$ cat config.mk
export PLATFORM = sky130hd
export DESIGN_NAME = pong_match_ctrl
export DESIGN_NICKNAME = d
export VERILOG_FILES = /design/src/rtl/pong_match_ctrl.sv
export SDC_FILE = /design/constraint.sdc
export NUM_CORES = 1
export LEC_CHECK = 0
export BUFFER_PORTS_ARGS = -buffer_cell sky130_fd_sc_hd__buf_4
export CAP_MARGIN = 40
export CORE_AREA = 2 2 54 56
export CTS_CLUSTER_DIAMETER = 120
export CTS_CLUSTER_SIZE = 20
export DETAILED_ROUTE_END_ITERATION = 8
export DIE_AREA = 0 0 56 58
export PLACE_DENSITY = 0.87
export SLEW_MARGIN = 20
export SYNTH_ARGS = -nofsm -noshare
export SYNTH_HDL_FRONTEND = slang
export SYNTH_SLANG_ARGS = --single-unit
$ cat constraint.sdc
create_clock -name clk -period 2.1 [get_ports clk]
set_input_delay 0.105 -clock clk [delete_from_list [all_inputs] [get_ports clk]]
set_output_delay 0.105 -clock clk [all_outputs]
set_load 0.1 [all_outputs]
$ cat src/rtl/pong_match_ctrl.sv
// Match sequencer for the ping-pong game: serve/point timing, scores, winner.
// Optional rally speed-up is enabled by defining RALLY_SPEEDUP_EN.
module pong_match_ctrl #(
  parameter int WIN_SCORE   = 9,
  parameter int SERVE_DELAY = 50,
  parameter int POINT_DELAY = 25,
  parameter int RALLY_STEP  = 4
) (
  input  logic       clk,
  input  logic       reset,
  input  logic       tick,
  input  logic       start,
  input  logic       miss_left,
  input  logic       miss_right,
  input  logic       hit_left,
  input  logic       hit_right,
  output logic       ball_run,
  output logic       ball_load,
  output logic       serve_dir,
  output logic [3:0] score_one,
  output logic [3:0] score_two,
  output logic       game_over,
  output logic       winner,
  output logic [1:0] speed_lvl,
  output logic [2:0] state
);

  localparam int DMAX  = (SERVE_DELAY > POINT_DELAY) ? SERVE_DELAY : POINT_DELAY;
  localparam int CNT_W = (DMAX < 1) ? 1 : $clog2(DMAX + 1);
  localparam logic [CNT_W-1:0] SERVE_CNT = CNT_W'(SERVE_DELAY);
  localparam logic [CNT_W-1:0] POINT_CNT = CNT_W'(POINT_DELAY);
  localparam logic [3:0]       WIN4      = 4'(WIN_SCORE);

  typedef enum logic [2:0] {
    IDLE      = 3'd0,
    SERVE     = 3'd1,
    PLAY      = 3'd2,
    POINT     = 3'd3,
    GAME_OVER = 3'd4
  } state_t;

  state_t           st_q, st_d;
  logic [CNT_W-1:0] cnt_q, cnt_d;
  logic [3:0]       s1_d, s2_d;
  logic             dir_d, win_d, load_d;

  always_comb begin
    st_d   = st_q;
    cnt_d  = cnt_q;
    s1_d   = score_one;
    s2_d   = score_two;
    dir_d  = serve_dir;
    win_d  = winner;
    load_d = 1'b0;
    case (st_q)
      IDLE, GAME_OVER: begin
        if (tick && start) begin
          st_d   = SERVE;
          s1_d   = 4'd0;
          s2_d   = 4'd0;
          dir_d  = 1'b0;
          win_d  = 1'b0;
          cnt_d  = SERVE_CNT;
          load_d = 1'b1;
        end
      end
      SERVE: begin
        if (tick) begin
          if (cnt_q == '0) st_d = PLAY;
          else             cnt_d = cnt_q - 1'b1;
        end
      end
      PLAY: begin
        // A double miss is treated as a glitch and ignored entirely.
        if (tick && (miss_left != miss_right)) begin
          if (miss_left) begin
            s2_d  = score_two + 4'd1;
            dir_d = 1'b1;
          end else begin
            s1_d  = score_one + 4'd1;
            dir_d = 1'b0;
          end
          if ((s1_d == WIN4) || (s2_d == WIN4)) begin
            st_d  = GAME_OVER;
            win_d = miss_left;
          end else begin
            st_d  = POINT;
            cnt_d = POINT_CNT;
          end
        end
      end
      POINT: begin
        if (tick) begin
          if (cnt_q == '0) begin
            st_d   = SERVE;
            cnt_d  = SERVE_CNT;
            load_d = 1'b1;
          end else begin
            cnt_d = cnt_q - 1'b1;
          end
        end
      end
      default: st_d = IDLE;
    endcase
  end

  always_ff @(posedge clk) begin
    if (reset) begin
      st_q      <= IDLE;
      cnt_q     <= '0;
      score_one <= 4'd0;
      score_two <= 4'd0;
      serve_dir <= 1'b0;
      winner    <= 1'b0;
      ball_load <= 1'b0;
      ball_run  <= 1'b0;
      game_over <= 1'b0;
    end else begin
      st_q      <= st_d;
      cnt_q     <= cnt_d;
      score_one <= s1_d;
      score_two <= s2_d;
      serve_dir <= dir_d;
      winner    <= win_d;
      ball_load <= load_d;
      ball_run  <= (st_d == PLAY);
      game_over <= (st_d == GAME_OVER);
    end
  end

  assign state = st_q;

`ifdef RALLY_SPEEDUP_EN
  logic [7:0] rally_q;
  logic [7:0] rally_nxt;
  logic [1:0] spd_q;
  logic       rally_inc;
  logic       step_hit;

  // One count per tick even when both paddles report a hit.
  assign rally_inc = tick && (st_q == PLAY) && !miss_left && !miss_right &&
                     (hit_left || hit_right);
  assign rally_nxt = rally_q + 8'd1;
  assign step_hit  = ((int'(rally_nxt) % RALLY_STEP) == 0);

  always_ff @(posedge clk) begin
    if (reset || load_d) begin
      rally_q <= 8'd0;
      spd_q   <= 2'd0;
    end else if (rally_inc && (rally_q != 8'hFF)) begin
      rally_q <= rally_nxt;
      if (step_hit && (spd_q != 2'd3)) spd_q <= spd_q + 2'd1;
    end
  end

  assign speed_lvl = spd_q;
`else
  localparam int unused_rally_step = RALLY_STEP;
  logic unused_hits;
  assign unused_hits = hit_left ^ hit_right;
  assign speed_lvl   = 2'd0;
`endif

endmodule

==> flow_metrics.tcl <==
set metrics [dict create \
    status "complete, no violations" \
    endpoint_kind "register" \
    synth.avg_cell_area_um2 8.48 \
    seqCellArea_um2 459 \
    cp_num_buf_inv 1 \
    via_count 1331 \
    hpwlAfterDp_mm 2.45 \
    htree_levels 1 \
    path_cells "inv_1 -> ha_1 -> nor2b_1 -> and3_1 -> o31ai_1 -> o2111ai_1 -> o211a_1" \
    grt-ovfl-total 0 \
    async_flop_share 0 \
    syn_area_mm2 0.00136 \
    irDropWorstVdd_v 0.000567 \
    worstSetupPathType "reg -> reg" \
    nFillCells 240 \
    cts_made_buffers 3 \
    die_area_mm2 0.00325 \
    antenna_cells 0 \
    start_kind "register" \
    final_nets 191 \
    ys_warn_count 0 \
    via_per_inst 6.37 \
    yosysSeqAreaShare 0.324 \
    netlist_top_cells_area "dfxtp_1 (32%), a21oi_1 (4.8%), nor2_1 (4.4%)" \
    drt_wl_total_mm 3.51 \
    setup_tns_ps 0 \
    place.port_buffers 21 \
    die_w_um 56 \
    swShare 0.333 \
    die_y_um 58 \
    powerDensity_mw_per_mm2 688 \
    grt_pass1_wl_mm 5.71 \
    ys_ff_latch 22 \
    p_total_uw 1090 \
    coreArea_mm2 0.00266 \
    synth_cells 160 \
    p_clk_frac 0.306 \
    wire_per_inst_um 16.8 \
    initial_utilization 0.510 \
    hold_ws_ps 105 \
    gp_congestion 0.885 \
    drtAntennaViolNets 0 \
    final-setup-viol-count 0 \
    drt_pass1_iterations 4 \
    clock_latency_ps 320 \
    fin_crit_sh 0.943 \
    p_sw_uw 363 \
    grt_max_degree 21 \
    cts_tree "yes" \
    hold_path.startpoint "reset" \
    p_leak_uw 0.000636 \
    yosysTopAreaCellShare 0.324 \
    crit_path_max_incr_delay_ps 430 \
    layout-drive-gt1-share 0.281 \
    synthFlopType "dfxtp_1" \
    cp_top_family "compound AO/OA/AOI/OAI gates" \
    ctsRootBufferMaster "clkbuf_4" \
    yosysTopAreaCell "dfxtp_1" \
    internal-power_uw 728 \
    grt_use_total 0.219 \
    clkSinkCount 22 \
    power_frac_seq 0.424 \
    clk_path_buf_depth 2 \
    cp-startpoint "cnt_q[0]" \
    clk_pin_slew_ps 130 \
    cts_hold_buf 0 \
    fmax_mhz 505 \
    final_cell_mix "buf_4 (21), nor2_1 (16), a21oi_1 (13)" \
    skew_ps 5.69 \
    synth_edf_count 0 \
    io_pins 26 \
    cts_resized 0 \
    cts_setup_buffers 0 \
    antenna_found_initial 0 \
    drt_iter0_markers 63 \
    syn_to_final_growth_pct 16.9 \
    min_period_ps 1980 \
    critPathArrivalTime_ps 2210 \
    ys_types 56 \
    cp_slowest_cell "dfxtp_1" \
    rsz0062_at_grt "no" \
    drv_slew 0 \
    p_comb_frac 0.270 \
    hold_class "in -> reg" \
    maxCapViolCount 0 \
    grt_pass1_vias 1280 \
    multi_input_area_um2 856 \
    drc 0 \
    crit_path_max_fanout 7 \
    critPathRequiredTime_ps 2330 \
    final_common_cell "buf_4" \
    r2r_start "cnt_q[0]" \
    hold_viol 0 \
    rows 19 \
]
power groups by stage:
stage	Combinational (µW)	Clock [µW]	Sequential, µW
finish	294	334	463
global route	315	349	465
CTS	289	341	461
detailed placement	281	0	470
global placement	270	0	468
floorplan	197	0	498
path summary, 6_finish.rpt:
check,end,slack [ps],cells past startpoint
min,state[2],110,2
min reg2reg,score_two[0],490,1
max,cnt_q[5],120,7
max reg2reg,cnt_q[5],120,7
routing by layer:
layer / wire length (µm) / vias up / global-route usage / share of wire
met5: 0 / - / 0 / 0
met3: 210 / 7 / 0.0491 / 0.060
met4: 30 / 0 / 0.0612 / 0.0086
met1: 1470 / 629 / 0.263 / 0.42
met2: 1790 / 61 / 0.395 / 0.51
li1: - / 634 / - / -
cells by family (layout without fill, tap and decap cells):
kind of cell | Yosys count | after routing | synth area share
AND/OR/NAND/NOR | 62 | 62 | 0.274
flip-flops | 22 | 22 | 0.324
adder cells (fa/ha/maj) | 4 | 4 | 0.0369
buffers and inverters | 14 | 31 | 0.0479
AO/OA/AOI/OAI | 49 | 49 | 0.262
multiplexers | 1 | 1 | 0.00737
other | 1 | 2 | 0.00276
XOR/XNOR | 7 | 7 | 0.0452
cell type report:
cell class	count	area share
inverter	6	0.0142
sequential	22	0.289
clock inverter	1	0.0189
tap	31	0.0244
timing repair buffer	21	0.0994
multi-input combinational	125	0.539
clock buffer	3	0.0142
flip-flops by register name, summed over array words and instances, names as in the netlist:
name / count
score_one: 4
ball_load: 1
serve_dir: 1
ball_run: 1
winner: 1
cnt_q: 6
state: 3
score_two: 4
game_over: 1
cell usage after synthesis, types with 4 or more instances:
library cell   n
dfxtp_1       22
nor2_1        16
a21oi_1       13
nand2_1       11
a211oi_1       6
inv_1          6
nor3_1         6
o21ai_0        6
clkbuf_1       4
ha_1           4
xor2_1         4
stage by stage:
stage	setup slack (ps)	instance area, µm²	utilization	instances
after floorplan	12.8	1380	-	161
after global placement	237	1530	0.576	205
after detailed placement	183	1530	0.576	205
after CTS	165	1590	0.596	209
after global routing	9.24	1590	0.596	209
final	119	1590	0.596	209
(Power assumes the default switching activity.)
